## src/rtl/layer_sequencer.sv

```systemverilog
// Per-layer neuron/input walker: RAM read addressing, MAC qualifiers, output writes; LAYER_SEQ_BIAS_EN adds one bias read per neuron.
// Latency: N_NEURONS*(N_INPUTS+RAM_LAT+2) cycles from accepted start to done (+1 per neuron with bias); no backpressure, start ignored while busy.
module layer_sequencer #(
    parameter int N_INPUTS  = 4,
    parameter int N_NEURONS = 2,
    parameter int N_LAYERS  = 3,
    parameter int RAM_LAT   = 1,
    parameter int WADDR_W   = 8,
    parameter int IADDR_W   = 4
) (
    input  logic               clk,
    input  logic               reset,
    input  logic               start,
    input  logic [1:0]         layer,
    output logic [WADDR_W-1:0] weight_addr,
    output logic [IADDR_W-1:0] input_addr,
    output logic               mac_clr,
    output logic               mac_en,
    output logic               out_we,
    output logic [IADDR_W-1:0] out_addr,
    output logic               busy,
    output logic               done,
    output logic               layer_err
`ifdef LAYER_SEQ_BIAS_EN
    ,
    output logic               bias_sel
`endif
);

    localparam int NW = (N_NEURONS > 1) ? $clog2(N_NEURONS) : 1;
    localparam int IW = (N_INPUTS > 1) ? $clog2(N_INPUTS) : 1;

    localparam logic [WADDR_W-1:0] LAYER_STRIDE = WADDR_W'(N_NEURONS * N_INPUTS);
    localparam logic [WADDR_W-1:0] NEURON_STRIDE = WADDR_W'(N_INPUTS);
`ifdef LAYER_SEQ_BIAS_EN
    // Bias words sit after every layer's weight block.
    localparam logic [WADDR_W-1:0] BIAS_BASE = WADDR_W'(N_LAYERS * N_NEURONS * N_INPUTS);
    localparam logic [WADDR_W-1:0] BIAS_STRIDE = WADDR_W'(N_NEURONS);
`endif

    typedef enum logic [2:0] {
        S_IDLE,
        S_CLR,
`ifdef LAYER_SEQ_BIAS_EN
        S_BIAS,
`endif
        S_ACC,
        S_DRAIN,
        S_WRITE,
        S_DONE
    } state_t;

    state_t state_q, state_d;

    logic [1:0]         layer_q, layer_d;
    logic               err_q, err_d;
    logic [NW-1:0]      n_q, n_d;
    logic [IW-1:0]      i_q, i_d;
    logic [1:0]         dcnt_q, dcnt_d;
    logic [WADDR_W-1:0] wa_q, wa_d;
    logic [IADDR_W-1:0] ia_q, ia_d;
    logic [IADDR_W-1:0] oa_q, oa_d;
    logic               issue;
    logic [RAM_LAT-1:0] iss_q;
`ifdef LAYER_SEQ_BIAS_EN
    logic               bias_issue;
    logic [RAM_LAT-1:0] bias_q;
`endif

    always_ff @(posedge clk) begin
        if (reset) begin
            state_q <= S_IDLE;
            layer_q <= '0;
            err_q   <= 1'b0;
            n_q     <= '0;
            i_q     <= '0;
            dcnt_q  <= '0;
            wa_q    <= '0;
            ia_q    <= '0;
            oa_q    <= '0;
            iss_q   <= '0;
`ifdef LAYER_SEQ_BIAS_EN
            bias_q  <= '0;
`endif
        end else begin
            state_q <= state_d;
            layer_q <= layer_d;
            err_q   <= err_d;
            n_q     <= n_d;
            i_q     <= i_d;
            dcnt_q  <= dcnt_d;
            wa_q    <= wa_d;
            ia_q    <= ia_d;
            oa_q    <= oa_d;
            // Read strobes ride a RAM_LAT-deep line so mac_en meets the returning data.
            iss_q[0] <= issue;
            for (int k = 1; k < RAM_LAT; k++) begin
                iss_q[k] <= iss_q[k-1];
            end
`ifdef LAYER_SEQ_BIAS_EN
            bias_q[0] <= bias_issue;
            for (int k = 1; k < RAM_LAT; k++) begin
                bias_q[k] <= bias_q[k-1];
            end
`endif
        end
    end

    always_comb begin
        state_d    = state_q;
        layer_d    = layer_q;
        err_d      = err_q;
        n_d        = n_q;
        i_d        = i_q;
        dcnt_d     = dcnt_q;
        wa_d       = wa_q;
        ia_d       = ia_q;
        oa_d       = oa_q;
        issue      = 1'b0;
`ifdef LAYER_SEQ_BIAS_EN
        bias_issue = 1'b0;
`endif
        mac_clr    = 1'b0;
        out_we     = 1'b0;
        done       = 1'b0;
        layer_err  = 1'b0;

        case (state_q)
            S_IDLE: begin
                if (start) begin
                    layer_d = layer;
                    err_d   = ({30'd0, layer} >= N_LAYERS);
                    n_d     = '0;
                    state_d = ({30'd0, layer} >= N_LAYERS) ? S_DONE : S_CLR;
                end
            end
            S_CLR: begin
                mac_clr = 1'b1;
                i_d     = '0;
`ifdef LAYER_SEQ_BIAS_EN
                state_d = S_BIAS;
`else
                state_d = S_ACC;
`endif
            end
`ifdef LAYER_SEQ_BIAS_EN
            S_BIAS: begin
                issue      = 1'b1;
                bias_issue = 1'b1;
                wa_d       = BIAS_BASE + WADDR_W'(layer_q) * BIAS_STRIDE + WADDR_W'(n_q);
                state_d    = S_ACC;
            end
`endif
            S_ACC: begin
                issue = 1'b1;
                wa_d  = WADDR_W'(layer_q) * LAYER_STRIDE + WADDR_W'(n_q) * NEURON_STRIDE
                      + WADDR_W'(i_q);
                ia_d  = IADDR_W'(i_q);
                if (i_q == IW'(N_INPUTS - 1)) begin
                    dcnt_d  = '0;
                    state_d = S_DRAIN;
                end else begin
                    i_d = i_q + 1'b1;
                end
            end
            S_DRAIN: begin
                if (dcnt_q == 2'(RAM_LAT - 1)) begin
                    state_d = S_WRITE;
                end else begin
                    dcnt_d = dcnt_q + 1'b1;
                end
            end
            S_WRITE: begin
                out_we = 1'b1;
                oa_d   = IADDR_W'(n_q);
                if (n_q == NW'(N_NEURONS - 1)) begin
                    state_d = S_DONE;
                end else begin
                    n_d     = n_q + 1'b1;
                    state_d = S_CLR;
                end
            end
            S_DONE: begin
                done      = 1'b1;
                layer_err = err_q;
                state_d   = S_IDLE;
            end
            default: begin
                state_d = S_IDLE;
            end
        endcase
    end

    // Addresses show the current issue while reading and hold the last one otherwise.
    assign weight_addr = wa_d;
    assign input_addr  = ia_d;
    assign out_addr    = oa_d;
    assign mac_en      = iss_q[RAM_LAT-1];
    assign busy        = (state_q != S_IDLE);
`ifdef LAYER_SEQ_BIAS_EN
    assign bias_sel    = bias_q[RAM_LAT-1];
`endif

endmodule

```

## config.mk

```make
export PLATFORM = sky130hd
export DESIGN_NAME = layer_sequencer
export DESIGN_NICKNAME = d
export VERILOG_FILES = /design/src/rtl/layer_sequencer.sv
export SDC_FILE = /design/constraint.sdc
export NUM_CORES = 1
export LEC_CHECK = 0
export ABC_AREA = 1
export CORE_MARGIN = 4
export CORE_UTILIZATION = 44
export CTS_CLUSTER_DIAMETER = 120
export CTS_CLUSTER_SIZE = 40
export DETAILED_ROUTE_END_ITERATION = 16
export PLACE_DENSITY = 0.8
export SLEW_MARGIN = 20
export SYNTH_ARGS = -nofsm -noshare
export SYNTH_HDL_FRONTEND = slang
export SYNTH_SLANG_ARGS = --single-unit
```

## constraint.sdc

```tcl
create_clock -name clk -period 1.4 [get_ports clk]
set_input_delay 0.35 -clock clk [delete_from_list [all_inputs] [get_ports clk]]
set_output_delay 0.35 -clock clk [all_outputs]
set_load 0.02 [all_outputs]
```

==> Word-level counts from Yosys, hierarchy flattened <==
Index checks and enable logic that the tools add are counted.
{ "word_totals": {"out_inout_bits": 22, "in_bits": 5, "wordCells": 60, "ff_bits": 28} }
{ "classes": {"n_reduce_logical": 11, "eq_ne": 11, "n_lt_le_gt_ge": 1, "add_sub_neg": 5, "mux": 22} }
{ "op_table": {"columns": ["operator", "n"], "rows": [
  ["$mux W3", 5],
  ["$pmux W3 S5", 1],
  ["$ne A2 B2 Y1 const B", 5],
  ["$mux W4", 2],
  ["$mux W8", 1],
  ["$pmux W2 S2", 2],
  ["$add A6 B2 Y7", 1],
  ["$mux W1", 7],
  ["$add A5 B3 Y6", 1],
  ["$eq A3 B2 Y1 const B", 2],
  ["$eq A3 B3 Y1 const B", 2],
  ["$mux W2", 3],
  ["$reduce_and A2 Y1", 3],
  ["$reduce_and A3 Y1", 2],
  ["$reduce_bool A2 Y1", 3],
  ["$add A2 B1 Y2 const B", 2],
  ["$eq A3 B1 Y1 const B", 1],
  ["$logic_not A3 Y1", 1],
  ["$reduce_bool A3 Y1", 1],
  ["$eq A2 B2 Y1 const B", 1],
  ["$ge A2 B2 Y1 const B", 1],
  ["$logic_not A2 Y1", 1],
  ["$pmux W1 S2", 1],
  ["$add A1 B1 Y1 const B", 1]
]} }

==> Logic depth before layout (Yosys ltp) <==
{ "depth": {"word_depth": 4, "mapped_depth": 8, "depth_no_buf": 8} }

==> Worst setup path after synthesis <==
No wires, ideal clock.
{ "synth_path": {"path_type": "register -> output", "startpoint": "register state_q[2]", "endpoint": "output port layer_err", "path_buffers": 0, "stages_incl_launch_ff": 3, "slack_ns": -0.144, "arrival_ns": 1.194, "required_ns": 1.050, "cell_sequence": "dfxtp_1 > inv_2 > nor4_1"} }
{ "synth_between": {"elab_chain_cells": 2} }
{ "synth_lines": {"columns": ["item", "line", "rtl"], "rows": [
  ["from (decl)", "53", "state_t state_q, state_d;"],
  ["from (signal assigned)", "86", "state_q <= state_d;"],
  ["$eq A3 B3 Y1", "128", "case (state_q)"],
  ["$mux W1", "128", null],
  ["to (decl)", "23", "output logic layer_err"]
]} }
Every way passes these cells.

==> Worst setup path after layout <==
{ "layout_path": {"startpoint": "register state_q[0]", "endpoint": "output port weight_addr[0]"} }
{ "layout_between": {"elab_chain_cells": 2} }
{ "layout_lines": {"columns": ["item", "line", "rtl"], "rows": [
  ["$eq A3 B2 Y1", "128", null],
  ["$mux W8", "128", null],
  ["to (decl)", "15", "output logic [WADDR_W-1:0] weight_addr,"]
]} }
Every way passes these cells.

==> metrics.txt <==
hold depth 2; largest net degree at the start of global routing 16; first-pass GRT wire length about 5600 um; H-tree depth 1; PD cells 1850 nW/um^2; register bit total from synthesis 28; GR peak layer met2; HPWL Detailed 2250 um; Worst-Margin Slew about 0.19 ns; Slew headroom between 80 and 90%; initial antenna violation count 0; Post-Syn Area about 1200 um^2; via/cell ratio 5.08; nets@finish 240; I/O pins 27; MaxCap Viol Count 0; Synth Flop Type dfxtp_1; Starting Density around 48%; reg-to-reg slack, setup -0.04 ns; Setup Crit Path Kind reg -> out; critical path required time around 1.1 ns; reg-to-reg endpoint i_q[1]$_SDFFE_PP0P_; Hold Startpoint oa_q[2]$_SDFF_PP0_; ranking of synthesized cells by area dfxtp_1 (46%), nand2_1 (11%), inv_1 (8.7%); Final Max Slew Viols 0; CTS tree done; Initial DRT Pass Iterations 4; post-layout minimum cycle time 1.79 ns; Final Skew 0.00150 ns; Max Clk Rate 559 MHz; synthesized area per cell approximately 7.1 um^2; final worst-path cycle share 128%; # hold bufs at CTS 0; Total Wirelength about 3500 um; die area between 3000 and 4000 um^2; vias in the first global route 1356; Min-Delay Path Class reg -> reg; CTS root buf clkbuf_4; Mapped Nets 179; CTS Buf Count 3; leakage power 0.938 nW; global route overflow 0; r2r worst-path depth 8; Rows 18; run status finished, violations left; startpoint types flip-flop; Worst Hold End oa_q[2]$_SDFF_PP0_; distinct cell type count after synthesis 22; Area Overhead vs Synth 58.2%; GRT Total Usage 20.1%; GRT met1 Usage 20.5%; Crit path top cell by count nor2_4; routed length per instance 13.3 um; Clk pin slew, worst setup/hold paths 0.14 ns; Peak VDD IR 1.44 mV; Final Hold Viols 0; Slowest-stage cell, CP dfxtp_4; final std cells w/o fill about 260; Final Util roughly three quarters; die height a little over 60 um; vias post-DR 1331; Post-Syn Instances between 150 and 200; critical path's largest stage delay 0.40 ns; sequential share of the synthesized area a little under half; die width roughly 60 um; endpoint type of the worst setup path output port; Final GP Congestion 0.802; GR met3 Demand/Resource 5.53%; I/O Buffers 26; core area 2540 um^2; Yosys top cell area share a little under half; Fillers 177; clock latency at the later pin of the worst-skew pair 0.33 ns; final setup fails 24; CTS sink count 28; worst-path cell chain nor2_4 > nand2_4 > buf_6 > nor2_4 > a21oi_1 > buf_4; final worst-path setup slack -0.388 ns; drt first-iter violations 32; proportion of layout cells with a drive suffix above 1 43.1%; area leader, netlist dfxtp_1; Ys Warns 0; crit path DAT 1.44 ns; synth cell count leaders nand2_1 (34), dfxtp_1 (28), inv_1 (28); met2 Use GR between 30% and 40%; unrepaired setup endpoints after global routing true; top-count cell post-synth nand2_1; Post-synth ARST share 0%; failing checks negative setup slack; Bufs on Longest Clock Path 2; dpl ws -0.447 ns; worst-path maximum fanout 9; placed cell count ~250; ANT cells 0; worst r2r src state_q[0]$_SDFFE_PP0P_; Post-synth EDFFs 0; Post-route DRC 0; post-route antenna net violation count 0
[how the worst max path moves through the flow]
stage	from	to	slack, ns
after floorplan	state_q[2]$_SDFFE_PP0P_	input_addr[0]	-0.08
after global placement	state_q[0]$_SDFFE_PP0P_	input_addr[0]	-0.38
after detailed placement	state_q[0]$_SDFFE_PP0P_	out_addr[0]	-0.45
after CTS	state_q[0]$_SDFFE_PP0P_	weight_addr[3]	-0.32
after global routing	state_q[0]$_SDFFE_PP0P_	weight_addr[0]	-0.45
final	state_q[0]$_SDFFE_PP0P_	weight_addr[0]	-0.39
[report_power, final]
part           internal (mW)  switching, mW  total [mW]
clock                  0.159          0.237       0.397
sequential             0.939         0.0969        1.04
combinational          0.984           1.13        2.11
[sequential cells by signal, indices dropped and copies added, names as in the netlist]
register  flops
dcnt_q        2
layer_q       2
oa_q          4
n_q           1
state_q       3
mac_en        1
wa_q          8
ia_q          4
err_q         1
i_q           2
[stage by stage]
stage	total power [mW]	hold WS [ns]	area (um^2)	setup TNS (ns)
CTS	3.27	0.451	1830	-5.29
global placement	2.54	0.434	1690	-7.04
detailed placement	2.61	0.435	1690	-8.20
floorplan	1.90	0.425	1240	-0.154
finish	3.55	0.453	1920	-6.21
global route	3.77	0.488	1920	-8.02
[routing by layer]
layer | vias up | routed length [um]
li1 | 664 | -
met1 | 604 | 1270
met2 | 50 | 1910
met3 | 13 | 227
met4 | 0 | 74
met5 | - | 0
[worst max-delay path, delay by kind of cell, from the launching register on]
family | cells | cell delay (ns)
flops | 1 | 0.40
simple gates | 3 | 0.34
buf+inv | 2 | 0.32
compound gates | 1 | 0.06
[cell type report]
class | count | area (um^2) | share of cell area [%]
Multi-Input combinational cell | 107 | 629 | 32.8
Sequential cell | 28 | 569 | 29.6
Clock buffer | 4 | 36.3 | 1.89
Inverter | 31 | 131 | 6.84
Tap cell | 30 | 37.5 | 1.95
Timing Repair Buffer | 62 | 517 | 26.9
[kinds of logic after synthesis]
group	synth area share, %
adders and majority gates	2.06
buffers and inverters	12.0
DFF	46.2
AOI/OAI and AO/OA	8.25
and+or+nand+nor	31.5
[cells in the final DEF, fill, tap and decap left out, drive strengths merged]
cell type,count
clkbuf,4
ha,2
nand3,13
dlygate4sd2,1
buf,57
nor2,22
dfxtp,28
nor4,1
clkdlybuf4s50,4
or2,3
a21oi,11
a211oi,2
nor3,9
nand2,36
inv,31
o21ai,6
nand4,2
[what timing repair did]
action | 4_1_cts | 5_1_grt
pin swaps | 1 | 1
resized for setup | 140 | 20
setup endpoints to repair | 22 | 27
gates cloned | 1 | 0
buffers inserted | 6 | 4
hold endpoints to repair | 0 | 0
No activity file was read; power rests on OpenSTA's default activity.
==> edit (same flow settings) <==
`IADDR_W`: 4 -> 5.
--- a/src/rtl/layer_sequencer.sv
+++ b/src/rtl/layer_sequencer.sv
@@ -7,5 +7,5 @@
     parameter int RAM_LAT   = 1,
     parameter int WADDR_W   = 8,
-    parameter int IADDR_W   = 4
+    parameter int IADDR_W   = 5
 ) (
     input  logic               clk,
Interface: changed (resized input_addr and out_addr); port bits go from 27 to 29. The function was not compared with the original's and may differ.
==> edit against the original RTL <==
The flow still finishes with violations (setup timing); die area rose by 4.1%; power rose by 32%; final area rose by 16%; synthesized area rose by 4.7%; utilization rose by 5.1 points; routed wire length rose by 9.4%; synthesized cell count rose by 3.5%; global-route usage fell by 0.53 points; sequential cell count rose by 2; via count rose by 6.5%; clock skew rose by 0.0052 ns; worst setup slack got worse by 0.031 ns.
==> edit: results (changes against the original RTL) <==
run status=finished, violations left; failing checks=setup timing; biggest regs=wa_q: 8 flops, ia_q: 5 flops, oa_q: 5 flops; Clk pin slew, worst setup/hold paths=0.09 ns (-0.05 ns); worst hold start=oa_q[1]; inverters=33 (+6.5%); gp weighted congestion=0.817 (+1.9%); # port buffers=28 (+7.7%); clock skew=0.00675 ns (+0.00525 ns); drt total wl=3820 um (+9.4%); pre-CTS setup slack=-0.535 ns (-0.0878 ns); met3 wire len=219 um (-3.5%); grt met2 use=32.0% (-6.1 points); non-clk buf share=29.7% (+2.8 points); share of layout cells above drive strength 1=50.2% (+7.1 points); R2R depth=10 (+2); Seq. cell area=612 um2 (+7.5%); metal2 WL=2050 um (+7.2%); Worst R2R Start=state_q[1]; placed cells=269 (+8.9%); Overall Global Routing Usage=19.6% (-0.53 points); Synth Net Count=185 (+3.4%); met3 Resource Use GR=4.75% (-0.78 points); met1 global-route usage=22.4% (+1.9 points); non-clock buffer instance count of the final layout=78 (+26%); Mapped Cells=178 (+3.5%); final worst setup slack=-0.419 ns (-0.0310 ns); count of final setup violators=27 (+13%); worst-path fanout max=8 (-1); top cells by count, synth=nand2_1 (33), nor2_1 (31), dfxtp_1 (30); largest net degree at the start of global routing=18 (+2)
## edit: cell count changes in the layout (fill, tap and decap cells not counted), sizes merged, moves of 2 or more
cell,change
nor2,+12
clkdlybuf4s15,+2
clkinv,+3
nor3,-4
buf,+14
a21oi,+2
o21ai,-2
dfxtp,+2
## edit: power by group
part / internal (uW) / switching, uW / total [uW]
registers: 1060 / 159 / 1220
clock network: 180 / 291 / 471
logic: 1370 / 1620 / 2990
total: 2610 / 2070 / 4680
## edit: how the worst max path moves through the flow
stage	to	depth (start not counted)	startpoint
final	input_addr[0]	6	state_q[1]
after global routing	weight_addr[2]	7	state_q[2]
after CTS	input_addr[0]	6	state_q[1]
after detailed placement	weight_addr[0]	5	state_q[0]
after global placement	input_addr[0]	5	state_q[0]
after floorplan	out_addr[1]	4	state_q[0]
## edit: worst reg2reg max path, delay by kind of cell, from the launching register on
kind	cells	cell delay [ns]
and+or+nand+nor	4	0.54
AOI/OAI and AO/OA	1	0.04
DFF	1	0.40
buffers and inverters	5	0.51
